<file path="src/rtl/sg_monitor_pkg.sv">
// Shared types and helpers for the state-graph conformance monitor.
// tr_entry places one field at its slot when building the packed transition tables.
package sg_monitor_pkg;

    typedef enum logic [2:0] {V_NONE, V_ENA, V_MULTI, V_IN, V_OUT} viol_kind_e;

    localparam logic DIR_FALL = 1'b0;
    localparam logic DIR_RISE = 1'b1;

    // Widest packed table the helper can build; callers truncate to their own width.
    localparam int TBL_MAX_W = 1024;

    function automatic logic [TBL_MAX_W-1:0] tr_entry(input int idx, input int w, input int val);
        logic [TBL_MAX_W-1:0] v;
        logic [TBL_MAX_W-1:0] mask;
        mask = (TBL_MAX_W'(1) << w) - TBL_MAX_W'(1);
        v    = TBL_MAX_W'(val) & mask;
        return v << (idx * w);
    endfunction

endpackage

</file>
<file path="src/rtl/sg_monitor_if.sv">
// Signal bundle between the observed circuit side and the monitor.
// master drives the sampled signals; slave (the monitor) returns diagnostics.
interface sg_monitor_if #(
    parameter int NSIG  = 4,
    parameter int ENA_W = 4,
    parameter int CNT_W = 8,
    parameter int SW    = 4,
    parameter int XW    = 2
);
    logic [ENA_W-1:0] ena;
    logic [NSIG-1:0]  sig;
    logic             clear;

    logic [SW-1:0]    state;
    logic             viol;
    logic             err_in;
    logic             err_out;
    logic             err_multi;
    logic             err_ena;
    logic [CNT_W-1:0] viol_cnt;
    logic [SW-1:0]    first_state;
    logic [XW-1:0]    first_sig;
    logic             first_dir;
    logic             halted;

    modport master (
        output ena, sig, clear,
        input  state, viol, err_in, err_out, err_multi, err_ena,
               viol_cnt, first_state, first_sig, first_dir, halted
    );

    modport slave (
        input  ena, sig, clear,
        output state, viol, err_in, err_out, err_multi, err_ena,
               viol_cnt, first_state, first_sig, first_dir, halted
    );
endinterface

</file>
<file path="src/rtl/sg_tr_lookup.sv">
// Combinational search of the transition table for (state, signal, direction).
// Scanning from the top entry down lets the lowest matching entry win.
module sg_tr_lookup #(
    parameter int                   NTRANS  = 32,
    parameter int                   SW      = 4,
    parameter int                   XW      = 2,
    parameter logic [NTRANS*SW-1:0] TR_FROM = '0,
    parameter logic [NTRANS*XW-1:0] TR_SIG  = '0,
    parameter logic [NTRANS-1:0]    TR_DIR  = '0,
    parameter logic [NTRANS*SW-1:0] TR_TO   = '0
) (
    input  logic [SW-1:0] state,
    input  logic [XW-1:0] idx,
    input  logic          dir,
    output logic          hit,
    output logic [SW-1:0] to
);

    always_comb begin
        hit = 1'b0;
        to  = '0;
        for (int t = NTRANS - 1; t >= 0; t--) begin
            if (TR_FROM[t*SW +: SW] == state &&
                TR_SIG[t*XW +: XW] == idx &&
                TR_DIR[t] == dir) begin
                hit = 1'b1;
                to  = TR_TO[t*SW +: SW];
            end
        end
    end

endmodule

</file>
<file path="src/rtl/sg_monitor.sv">
// State-graph conformance monitor: tracks signal edges against a parameter-table
// graph, classifies illegal edges and keeps sticky diagnostics of the first one.
module sg_monitor
    import sg_monitor_pkg::*;
#(
    parameter int                   NSIG        = 4,
    parameter int                   NSTATE      = 16,
    parameter int                   NTRANS      = 32,
    parameter int                   ENA_W       = 4,
    parameter int                   CNT_W       = 8,
    parameter int                   SW          = (NSTATE > 1) ? $clog2(NSTATE) : 1,
    parameter int                   XW          = (NSIG > 1) ? $clog2(NSIG) : 1,
    parameter int                   INIT_STATE  = 0,
    parameter logic [NSIG-1:0]      INIT_SIG    = '0,
    parameter logic [NSIG-1:0]      INPUT_MASK  = '0,
    parameter logic [NTRANS*SW-1:0] TR_FROM     = '0,
    parameter logic [NTRANS*XW-1:0] TR_SIG      = '0,
    parameter logic [NTRANS-1:0]    TR_DIR      = '0,
    parameter logic [NTRANS*SW-1:0] TR_TO       = '0,
    parameter int                   HALT_ON_ERR = 1
) (
    input  logic        clk,
    input  logic        reset,
    sg_monitor_if.slave mon
);

    logic [NSIG-1:0]  sig_q;
    logic [SW-1:0]    state_q, state_d;
    logic [NSIG-1:0]  edges;
    logic [XW-1:0]    edge_idx;
    logic             edge_dir;
    logic             hit;
    logic [SW-1:0]    hit_to;
    viol_kind_e       kind;
    logic             viol_now;

    logic             viol_q, halted_q, have_first;
    logic             err_in_q, err_out_q, err_multi_q, err_ena_q;
    logic [CNT_W-1:0] cnt_q;
    logic [SW-1:0]    first_state_q;
    logic [XW-1:0]    first_sig_q;
    logic             first_dir_q;

    assign edges = mon.sig ^ sig_q;

    always_comb begin
        edge_idx = '0;
        for (int i = NSIG - 1; i >= 0; i--) begin
            if (edges[i]) edge_idx = XW'(i);
        end
    end

    assign edge_dir = mon.sig[edge_idx] ? DIR_RISE : DIR_FALL;

    sg_tr_lookup #(
        .NTRANS (NTRANS),
        .SW     (SW),
        .XW     (XW),
        .TR_FROM(TR_FROM),
        .TR_SIG (TR_SIG),
        .TR_DIR (TR_DIR),
        .TR_TO  (TR_TO)
    ) u_lookup (
        .state(state_q),
        .idx  (edge_idx),
        .dir  (edge_dir),
        .hit  (hit),
        .to   (hit_to)
    );

    // Classification in priority order: ena shape, then edge count, then table.
    always_comb begin
        kind = V_NONE;
        if (!$onehot0(mon.ena)) begin
            kind = V_ENA;
        end else if ($countones(edges) > 1) begin
            kind = V_MULTI;
        end else if (edges != '0 && !hit) begin
            kind = INPUT_MASK[edge_idx] ? V_IN : V_OUT;
        end
    end

    assign viol_now = (kind != V_NONE) && !halted_q;

    always_comb begin
        state_d = state_q;
        if (!halted_q && kind == V_NONE && edges != '0) state_d = hit_to;
    end

    // sig_q follows sig unconditionally so a bad edge is reported only once.
    always_ff @(posedge clk or negedge reset) begin
        if (!reset) begin
            sig_q   <= INIT_SIG;
            state_q <= SW'(INIT_STATE);
        end else begin
            sig_q   <= mon.sig;
            state_q <= state_d;
        end
    end

    always_ff @(posedge clk or negedge reset) begin
        if (!reset) begin
            viol_q        <= 1'b0;
            halted_q      <= 1'b0;
            have_first    <= 1'b0;
            err_in_q      <= 1'b0;
            err_out_q     <= 1'b0;
            err_multi_q   <= 1'b0;
            err_ena_q     <= 1'b0;
            cnt_q         <= '0;
            first_state_q <= '0;
            first_sig_q   <= '0;
            first_dir_q   <= 1'b0;
        end else begin
            viol_q <= viol_now;
            if (mon.clear) begin
                halted_q      <= 1'b0;
                have_first    <= 1'b0;
                err_in_q      <= 1'b0;
                err_out_q     <= 1'b0;
                err_multi_q   <= 1'b0;
                err_ena_q     <= 1'b0;
                cnt_q         <= '0;
                first_state_q <= '0;
                first_sig_q   <= '0;
                first_dir_q   <= 1'b0;
            end
            // A violation in the clear cycle overrides the clear for its own fields.
            if (viol_now) begin
                case (kind)
                    V_ENA:   err_ena_q   <= 1'b1;
                    V_MULTI: err_multi_q <= 1'b1;
                    V_IN:    err_in_q    <= 1'b1;
                    V_OUT:   err_out_q   <= 1'b1;
                    default: ;
                endcase
                if (mon.clear)   cnt_q <= CNT_W'(1);
                else if (!(&cnt_q)) cnt_q <= cnt_q + CNT_W'(1);
                if (!have_first || mon.clear) begin
                    have_first    <= 1'b1;
                    first_state_q <= state_q;
                    first_sig_q   <= edge_idx;
                    first_dir_q   <= edge_dir;
                end
                if (HALT_ON_ERR != 0) halted_q <= 1'b1;
            end
        end
    end

    assign mon.state       = state_q;
    assign mon.viol        = viol_q;
    assign mon.err_in      = err_in_q;
    assign mon.err_out     = err_out_q;
    assign mon.err_multi   = err_multi_q;
    assign mon.err_ena     = err_ena_q;
    assign mon.viol_cnt    = cnt_q;
    assign mon.first_state = first_state_q;
    assign mon.first_sig   = first_sig_q;
    assign mon.first_dir   = first_dir_q;
    assign mon.halted      = halted_q;

endmodule

</file>
<file path="src/flat_wrapper.sv">
// flat-port wrapper written by rule: the top's interface ports become plain ports
module sg_monitor_flat import sg_monitor_pkg::*;
#(
    parameter int                   NSIG        = 4,
    parameter int                   NSTATE      = 16,
    parameter int                   NTRANS      = 32,
    parameter int                   ENA_W       = 4,
    parameter int                   CNT_W       = 8,
    parameter int                   SW          = (NSTATE > 1) ? $clog2(NSTATE) : 1,
    parameter int                   XW          = (NSIG > 1) ? $clog2(NSIG) : 1,
    parameter int                   INIT_STATE  = 0,
    parameter logic [NSIG-1:0]      INIT_SIG    = '0,
    parameter logic [NSIG-1:0]      INPUT_MASK  = '0,
    parameter logic [NTRANS*SW-1:0] TR_FROM     = '0,
    parameter logic [NTRANS*XW-1:0] TR_SIG      = '0,
    parameter logic [NTRANS-1:0]    TR_DIR      = '0,
    parameter logic [NTRANS*SW-1:0] TR_TO       = '0,
    parameter int                   HALT_ON_ERR = 1
)
  (clk, reset, mon_ena, mon_sig, mon_clear, mon_state, mon_viol, mon_err_in, mon_err_out, mon_err_multi, mon_err_ena, mon_viol_cnt, mon_first_state, mon_first_sig, mon_first_dir, mon_halted);
  sg_monitor_if #(.NSIG(NSIG), .ENA_W(ENA_W), .CNT_W(CNT_W), .SW(SW), .XW(XW)) mon_i ();
  input  logic clk;
  input  logic reset;
  input wire logic [$bits(mon_i.ena)-1:0] mon_ena;
  input wire logic [$bits(mon_i.sig)-1:0] mon_sig;
  input wire logic [$bits(mon_i.clear)-1:0] mon_clear;
  output wire logic [$bits(mon_i.state)-1:0] mon_state;
  output wire logic [$bits(mon_i.viol)-1:0] mon_viol;
  output wire logic [$bits(mon_i.err_in)-1:0] mon_err_in;
  output wire logic [$bits(mon_i.err_out)-1:0] mon_err_out;
  output wire logic [$bits(mon_i.err_multi)-1:0] mon_err_multi;
  output wire logic [$bits(mon_i.err_ena)-1:0] mon_err_ena;
  output wire logic [$bits(mon_i.viol_cnt)-1:0] mon_viol_cnt;
  output wire logic [$bits(mon_i.first_state)-1:0] mon_first_state;
  output wire logic [$bits(mon_i.first_sig)-1:0] mon_first_sig;
  output wire logic [$bits(mon_i.first_dir)-1:0] mon_first_dir;
  output wire logic [$bits(mon_i.halted)-1:0] mon_halted;
  assign mon_i.ena = mon_ena;
  assign mon_i.sig = mon_sig;
  assign mon_i.clear = mon_clear;
  assign mon_state = mon_i.state;
  assign mon_viol = mon_i.viol;
  assign mon_err_in = mon_i.err_in;
  assign mon_err_out = mon_i.err_out;
  assign mon_err_multi = mon_i.err_multi;
  assign mon_err_ena = mon_i.err_ena;
  assign mon_viol_cnt = mon_i.viol_cnt;
  assign mon_first_state = mon_i.first_state;
  assign mon_first_sig = mon_i.first_sig;
  assign mon_first_dir = mon_i.first_dir;
  assign mon_halted = mon_i.halted;
  sg_monitor #(.NSIG(NSIG), .NSTATE(NSTATE), .NTRANS(NTRANS), .ENA_W(ENA_W), .CNT_W(CNT_W), .SW(SW), .XW(XW), .INIT_STATE(INIT_STATE), .INIT_SIG(INIT_SIG), .INPUT_MASK(INPUT_MASK), .TR_FROM(TR_FROM), .TR_SIG(TR_SIG), .TR_DIR(TR_DIR), .TR_TO(TR_TO), .HALT_ON_ERR(HALT_ON_ERR)) u_core (.clk(clk), .reset(reset), .mon(mon_i));
endmodule
</file>
<file path="config.mk">
export PLATFORM = sky130hd
export DESIGN_NAME = sg_monitor_flat
export DESIGN_NICKNAME = d
export VERILOG_FILES = /design/src/rtl/sg_monitor_pkg.sv /design/src/rtl/sg_monitor_if.sv /design/src/rtl/sg_tr_lookup.sv /design/src/rtl/sg_monitor.sv /design/src/flat_wrapper.sv
export SDC_FILE = /design/constraint.sdc
export NUM_CORES = 1
export LEC_CHECK = 0
export CAP_MARGIN = 20
export CELL_PAD_IN_SITES_DETAIL_PLACEMENT = 1
export CELL_PAD_IN_SITES_GLOBAL_PLACEMENT = 2
export CORE_ASPECT_RATIO = 1.2
export CORE_MARGIN = 4
export CORE_UTILIZATION = 30
export CTS_CLUSTER_DIAMETER = 30
export DETAILED_ROUTE_END_ITERATION = 8
export PLACE_DENSITY_LB_ADDON = 0.2
export SETUP_SLACK_MARGIN = 0.3
export SYNTH_ARGS = -nofsm -noshare
export SYNTH_HDL_FRONTEND = slang
export SYNTH_SLANG_ARGS = --single-unit
</file>
<file path="constraint.sdc">
create_clock -name clk -period 3.2 [get_ports clk]
set_input_delay 0.32 -clock clk [delete_from_list [all_inputs] [get_ports clk]]
set_output_delay 0.32 -clock clk [all_outputs]
set_load 0.05 [all_outputs]
</file>
==> results <==
[timing repair]
item | in CTS | in global routing
endpoints found under the setup margin | 18 | 15
gates resized for setup | 33 | 12
setup buffers | 9 | 2
pin swaps | 21 | 11
[kinds of logic (layout without fill, tap and decap cells)]
kind of cell               count (synthesis)  in the layout
and+or+nand+nor                           40             40
AOI/OAI and AO/OA                         35             35
DFF                                       26             26
buffers and inverters                     17             73
adders and majority gates                 10             10
xor gates and xnor gates                   4              4
other                                      1              4
[metrics by stage]
step	setup TNS, ns	hold WS [ns]	utilization (%)
4_1_cts	0	0.432	46.6
6_report	0	0.417	48.1
2_1_floorplan	0	0.0244	-
5_1_grt	0	0.452	48.1
3_3_place_gp	-1.52	0.471	41.4
3_5_place_dp	-2.77	0.474	41.4
[metal layers]
layer  track usage, %  vias to the layer above
met2             25.1                       21
li1                 -                      580
met3             2.89                        2
met4             4.79                        0
met1             17.1                      611
met5                0                        -
[how the worst max path moves through the flow]
stage	start	endpoint	slack, ns	cells after the start
global placement	mon_sig[2]	u_core.mon.viol_cnt[5]	-0.20	12
global route	u_core.sig_q[1]	u_core.mon.viol_cnt[7]	0.14	11
finish	u_core.sig_q[1]	u_core.mon.viol_cnt[5]	0.29	10
floorplan	u_core.sig_q[3]	u_core.mon.first_dir	0.36	10
CTS	u_core.sig_q[1]	u_core.mon.viol_cnt[5]	0.30	13
detailed placement	mon_sig[3]	u_core.mon.viol_cnt[3]	-0.28	12
[placed cells by master (no fill, tap or decap), types with 3 or more instances in the layout]
master                            count
sky130_fd_sc_hd__nor2_1               6
sky130_fd_sc_hd__nor3_1               3
sky130_fd_sc_hd__nand3_1              4
sky130_fd_sc_hd__a21oi_1              5
sky130_fd_sc_hd__dfrtp_1             26
sky130_fd_sc_hd__nor2b_1              3
sky130_fd_sc_hd__dlygate4sd2_1        8
sky130_fd_sc_hd__a21o_1               3
sky130_fd_sc_hd__clkdlybuf4s50_1     23
sky130_fd_sc_hd__buf_4               20
sky130_fd_sc_hd__clkbuf_8             3
sky130_fd_sc_hd__nand2_1              5
sky130_fd_sc_hd__buf_6                5
sky130_fd_sc_hd__ha_1                 6
sky130_fd_sc_hd__inv_1               10
sky130_fd_sc_hd__and2_1               4
sky130_fd_sc_hd__or4_4                3
sky130_fd_sc_hd__conb_1               4
sky130_fd_sc_hd__xor2_2               4
[state kept, by name (all words and copies together), names as in the netlist]
signal	flops
u_core.have_first	1
u_core.mon.err_ena	1
u_core.mon.err_in	1
u_core.mon.err_multi	1
u_core.mon.err_out	1
u_core.mon.first_dir	1
u_core.mon.first_sig	2
u_core.mon.first_state	4
u_core.mon.halted	1
u_core.mon.viol	1
u_core.mon.viol_cnt	8
u_core.sig_q	4
[power by group through the flow]
| stage | combinational (uW) | sequential (uW) | clock [uW] |
|---|---|---|---|
| floorplan | 234 | 649 | 0 |
| global placement | 695 | 454 | 0 |
| detailed placement | 710 | 457 | 0 |
| CTS | 876 | 455 | 284 |
| global route | 974 | 468 | 303 |
| finish | 909 | 454 | 277 |
[area by class of cell]
type / instances / area share, %
clock buffer: 3 / 1.87
multi-input combinational: 93 / 37.6
timing repair buffer: 58 / 24.5
clock inverter: 1 / 1.36
inverter: 11 / 1.87
sequential: 26 / 29.5
tap: 58 / 3.29
[worst max-delay path, cell delays in order, from the launching register on]
cell	delay (ns)
sky130_fd_sc_hd__dfrtp_1	0.43
sky130_fd_sc_hd__xor2_2	0.16
sky130_fd_sc_hd__ha_1	0.29
sky130_fd_sc_hd__and2_4	0.16
sky130_fd_sc_hd__fa_1	0.48
sky130_fd_sc_hd__nor2_4	0.20
sky130_fd_sc_hd__o311a_4	0.25
sky130_fd_sc_hd__a211oi_4	0.08
sky130_fd_sc_hd__buf_12	0.16
sky130_fd_sc_hd__or4_1	0.46
sky130_fd_sc_hd__a21oi_1	0.15
==> results.md <==
| Parameter | Value | Unit |
|---|---|---|
| Outcome | finished clean | - |
| Fin crit share | 90.9 | % |
| VDD IR max | 0.557 | mV |
| Starting density of the core | 31.1 | % |
| Beginning of the worst register-to-register path | u_core.sig_q[1] | - |
| Max-slew violations | 0 | - |
| RSZ-0062 raised after global routing | true | - |
| Final Total Pwr | 1640 | uW |
| Ys async rst share | 100 | % |
| Post-synthesis simple-gate area fraction | 15.0 | % |
| Yosys top cell area share | 45.5 | % |
| Worst Reg2Reg Path Length in Cells | 10 | - |
| XOR/XNOR share of the synthesized area | 4.03 | % |
| Largest fanout of any net on the critical path | 7 | - |
| Distinct cell type count of the synthesized netlist | 41 | - |
| Initial antenna violation count | 0 | - |
| Cell area reported after detailed placement | 0.00190 | mm2 |
| Hold violation total from the final report | 0 | - |
| Number of buffers inserted during clock tree synthesis | 3 | - |
| Worst r2r dst | u_core.mon.viol_cnt[5] | - |
| Wire length of the first global-routing pass | 6980 | um |
| Critical Path Start Type | flop | - |
| Multi-input gate area | 831 | um2 |
| Power dissipated by switching net loads | 671 | uW |
| Met3 routed WL | 127 | um |
| Cell Pwr Density | 742 | mW/mm2 |
| Count of synthesis-stage warnings from yosys | 0 | - |
| Filler Cell Count | 504 | - |
| Top FF cell, synth | sky130_fd_sc_hd__dfrtp_1 | - |
| Diodes inserted | 0 | - |
| Synth Cell Area | 0.00143 | mm2 |
| Maximum clock insertion buffer count | 2 | - |
| Category of the worst setup path capture point | flop | - |
| Synthesized-area fraction occupied by ao, oa, aoi and oai cells | 18.9 | % |
| Setup Slack @ Placement | -0.281 | ns |
| Vertical die dimension | 83.6 | um |
| Max transition margin | 16.0 | % |
| Area inside the core boundary | 0.00459 | mm2 |
| Tightest Pin Transition | 1.25 | ns |
| Clock group share of total power | 16.9 | % |
| Floorplan row count | 27 | - |
| Standby leakage power | 0.000954 | uW |
| Die ar. | 0.00594 | mm2 |
| Placed insts | 235 | - |
| Final WS setup | 0.290 | ns |
| Final setup violating endpoints | 0 | - |
| Biggest area contributors in the synthesized netlist | sky130_fd_sc_hd__dfrtp_1 (46%), sky130_fd_sc_hd__ha_1 (6.1%), sky130_fd_sc_hd__xor2_2 (3.4%) | - |
| Detailed Routing Iterations Pass 1 | 3 | - |
| Count of buffers from port buffering | 31 | - |
| Adder-Cell Fraction of Synth Area | 9.72 | % |
| Detailed Place HPWL | 2840 | um |
| Net switching fraction of the power | 40.9 | % |
| # nets final | 213 | - |
| Share of synthesized area spent on multiplexers | 0 | % |
| Start-to-end type of the worst setup path | reg2reg | - |
| Uppermost routed layer | met4 | - |
| GPL Wtd Cong | 0.769 | - |
| Buffer cell driving the clock tree root | sky130_fd_sc_hd__clkbuf_8 | - |
| GRT Residual Overflow | 0 | - |
| Final routed DRC violation total | 0 | - |
| Clock sink total | 26 | - |
| Post-layout min period | 2.91 | ns |
| Share of post-route cells with drive strength above 1 | 33.3 | % |
| Worst path arrival time | 3.10 | ns |
| Routed length on met2 | 2130 | um |
| Vias in the first global route | 1423 | - |
| Number of non-filler instances in the completed layout | 250 | - |
| M1 wire length | 1690 | um |
| Data required, critical path | 3.39 | ns |
| Upper clock frequency limit | 0.344 | GHz |
| Worst Skew | 0.00544 | ns |
| EDFF count, synth | 0 | - |
| Io pins | 36 | - |
| Leading cell type by number of instances after synthesis | sky130_fd_sc_hd__dfrtp_1 | - |
| Dominant combinational cell family by area after synthesis | compound AO/OA/AOI/OAI gates | - |
| Iteration-0 DRC count of the detailed router | 27 | - |
| Number of H-tree levels | 1 | - |
| Routed wire length per instance | 15.9 | um |
| Post-DR vias/cell | 4.86 | - |
| Worst reg2reg setup slack | 0.29 | ns |
| FF/Latch Area | 651 | um2 |
| Type of the tightest min-delay check | in2async | - |
| Clock transition time at the flip-flop clock pins of the worst setup and hold paths | 0.10 | ns |
| Post-CTS Hold Fix Bufs | 0 | - |
| Library cell occupying the most area in the post-synthesis netlist | sky130_fd_sc_hd__dfrtp_1 | - |
| Cell types with the highest counts after synthesis | sky130_fd_sc_hd__dfrtp_1 (26), sky130_fd_sc_hd__inv_1 (10), sky130_fd_sc_hd__a21oi_1 (9), sky130_fd_sc_hd__nor2_1 (9), sky130_fd_sc_hd__ha_1 (7) | - |
| Sequential fraction of the synthesis area | 45.5 | % |
| Die Width | 71 | um |
| Maximum number of pins on one net before global-route repair | 27 | - |
| Sequential share of power | 27.7 | % |
| Total global-route track usage | 14.3 | % |
| Post-route cell area | 0.00221 | mm2 |
| Latest clock arrival within the worst-skew pair | 0.27 | ns |
| CTS tree | done | - |
| Gate Count Post-Synth | 133 | - |
| WL final | 3980 | um |
| Synthesis-to-finish area growth | 54.6 | % |
| Cell internal power dissipation | 969 | uW |
| Average footprint of a synthesized cell | 10.7 | um2 |
| # Max-Cap Violations | 0 | - |
| Total number of vias | 1214 | - |
| Number of storage elements in the synthesis netlist | 26 | - |
| Residual antenna-violating net count after detailed routing | 0 | - |
| Part of the power in combinational logic | 55.4 | % |
No activity file was read; power rests on OpenSTA's default activity.
==> edit: new RTL, same settings <==
`CNT_W` is set to 8 in 3 places; all go to 7.
--- a/src/rtl/sg_monitor_if.sv
+++ b/src/rtl/sg_monitor_if.sv
@@ -3,7 +3,7 @@
 interface sg_monitor_if #(
     parameter int NSIG  = 4,
     parameter int ENA_W = 4,
-    parameter int CNT_W = 8,
+    parameter int CNT_W = 7,
     parameter int SW    = 4,
     parameter int XW    = 2
 );
--- a/src/rtl/sg_monitor.sv
+++ b/src/rtl/sg_monitor.sv
@@ -7,7 +7,7 @@
     parameter int                   NSTATE      = 16,
     parameter int                   NTRANS      = 32,
     parameter int                   ENA_W       = 4,
-    parameter int                   CNT_W       = 8,
+    parameter int                   CNT_W       = 7,
     parameter int                   SW          = (NSTATE > 1) ? $clog2(NSTATE) : 1,
     parameter int                   XW          = (NSIG > 1) ? $clog2(NSIG) : 1,
     parameter int                   INIT_STATE  = 0,
--- a/src/flat_wrapper.sv
+++ b/src/flat_wrapper.sv
@@ -5,7 +5,7 @@
     parameter int                   NSTATE      = 16,
     parameter int                   NTRANS      = 32,
     parameter int                   ENA_W       = 4,
-    parameter int                   CNT_W       = 8,
+    parameter int                   CNT_W       = 7,
     parameter int                   SW          = (NSTATE > 1) ? $clog2(NSTATE) : 1,
     parameter int                   XW          = (NSIG > 1) ? $clog2(NSIG) : 1,
     parameter int                   INIT_STATE  = 0,
Interface: changed (resized mon_viol_cnt); port bits go from 36 to 35. The function was not compared with the original's and may differ.
==> edit against the original RTL <==
Synthesized area is 3.9% lower. Clock skew is 0.0016 ns lower. Setup slack got worse by 0.23 ns. Critical path type unchanged. Critical endpoint is now u_core.mon.viol_cnt[4]. Largest power group unchanged. Fmax down 7.3%. Non-clock buffer count fell by 7. Design area shrank 7.0%. Routed wire length down 12%. Utilization is 0.61 points lower. Power fell by 12%. Sequential cell count decreased by 1. Synthesized cell count shrank 6.0%. Final cell count fell by 6.0%.
==> edit: results (changes against the original RTL) <==
max reg flops: 7 (was 8)
VDD IR max: 0.233 mV (was 0.557 mV)
number of global-route vias before repair: 1288 (was 1423)
placed inst area: 0.00185 mm2 (was 0.00190 mm2)
Setup crit end: u_core.mon.viol_cnt[4] (was u_core.mon.viol_cnt[5])
met3 wire len: 117 um (was 127 um)
Leak: 0.000936 uW (was 0.000954 uW)
Adder-Cell Fraction of Synth Area: 9.29% (was 9.72%)
run status: completed (unchanged)
combinational fraction of design power: 56.7% (was 55.4%)
M1 wire length: 1390 um (was 1690 um)
Routed met2 length: 1940 um (was 2130 um)
pre-CTS setup slack: -0.399 ns (was -0.281 ns)
Setup Skew: 0.00384 ns (was 0.00544 ns)
met1 Use GR: 13.3% (was 17.1%)
layout cell share with drive strength beyond 1: 30.2% (was 33.3%)
sw frac: 42.5% (was 40.9%)
seq pwr: 439 uW (was 454 uW)
most frequent cells after synthesis: dfrtp_1, nor2_1, inv_1, ha_1, nand2_1 (was dfrtp_1, inv_1, a21oi_1, nor2_1, ha_1)
average cell area after synthesis: 11.0 um2 (was 10.7 um2)
mux cell area share after synthesis: 0.729% (was 0%)
clock buffers created by TritonCTS: 3 (unchanged)
crit path DAT: 3.30 ns (was 3.10 ns)
Synth Area in Compound Gates: 21.3% (was 18.9%)
clock slew at reported path FFs: 0.08 ns (was 0.10 ns)
Crit path largest cell delay: 0.46 ns (was 0.48 ns)
largest net degree at the start of global routing: 26 (was 27)
Synth cell types: 44 (was 41)
fillcell total: 483 (was 504)
Worst path slowest cell: or4_4 (was fa_1)
PortBufs: 30 (was 31)
sequential fraction of the synthesis area: 45.5% (about the same)
GR Layer Usage met2: 25.8% (was 25.1%)
Worst-Margin Slew: 0.855 ns (was 1.25 ns)
xor-xnor portion of the synthesized cell area: 3.64% (was 4.03%)
Global Route Usage Sum: 12.7% (was 14.3%)
HPWL Detailed: 2620 um (was 2840 um)
first-pass GRT wire length: 5820 um (was 6980 um)
Final Non-Filler Cells: 235 (was 250)
gpl congestion: 0.763 (was 0.769)
edit: worst min-delay path by stage:
stage | startpoint | to | slack (ns) | depth (start not counted)
after global routing | mon_sig[3] | u_core.sig_q[3] | 0.40 | 1
after global placement | u_core.mon.first_state[2] | u_core.mon.first_state[2] | 0.47 | 1
after floorplan | reset | u_core.have_first | 0.02 | 0
final | reset | u_core.mon.viol_cnt[5] | 0.42 | 2
after CTS | mon_sig[3] | u_core.sig_q[3] | 0.41 | 1
after detailed placement | u_core.mon.first_state[2] | u_core.mon.first_state[2] | 0.47 | 1
edit: area by class of cell:
type | count | area (um2) | share of cell area (%)
clock buffer | 4 | 45.0 | 2.19
tap | 56 | 70.1 | 3.41
sequential | 25 | 628 | 30.6
multi-input combinational | 88 | 786 | 38.3
timing repair buffer | 51 | 483 | 23.5
inverter | 11 | 41.3 | 2.01
edit: logic make-up after synthesis:
logic type / count (synthesis)
simple gates: 36
buf+inv: 16
flops: 25
fa+ha+maj: 9
other cells: 1
xor+xnor: 4
mux: 1
compound gates: 33
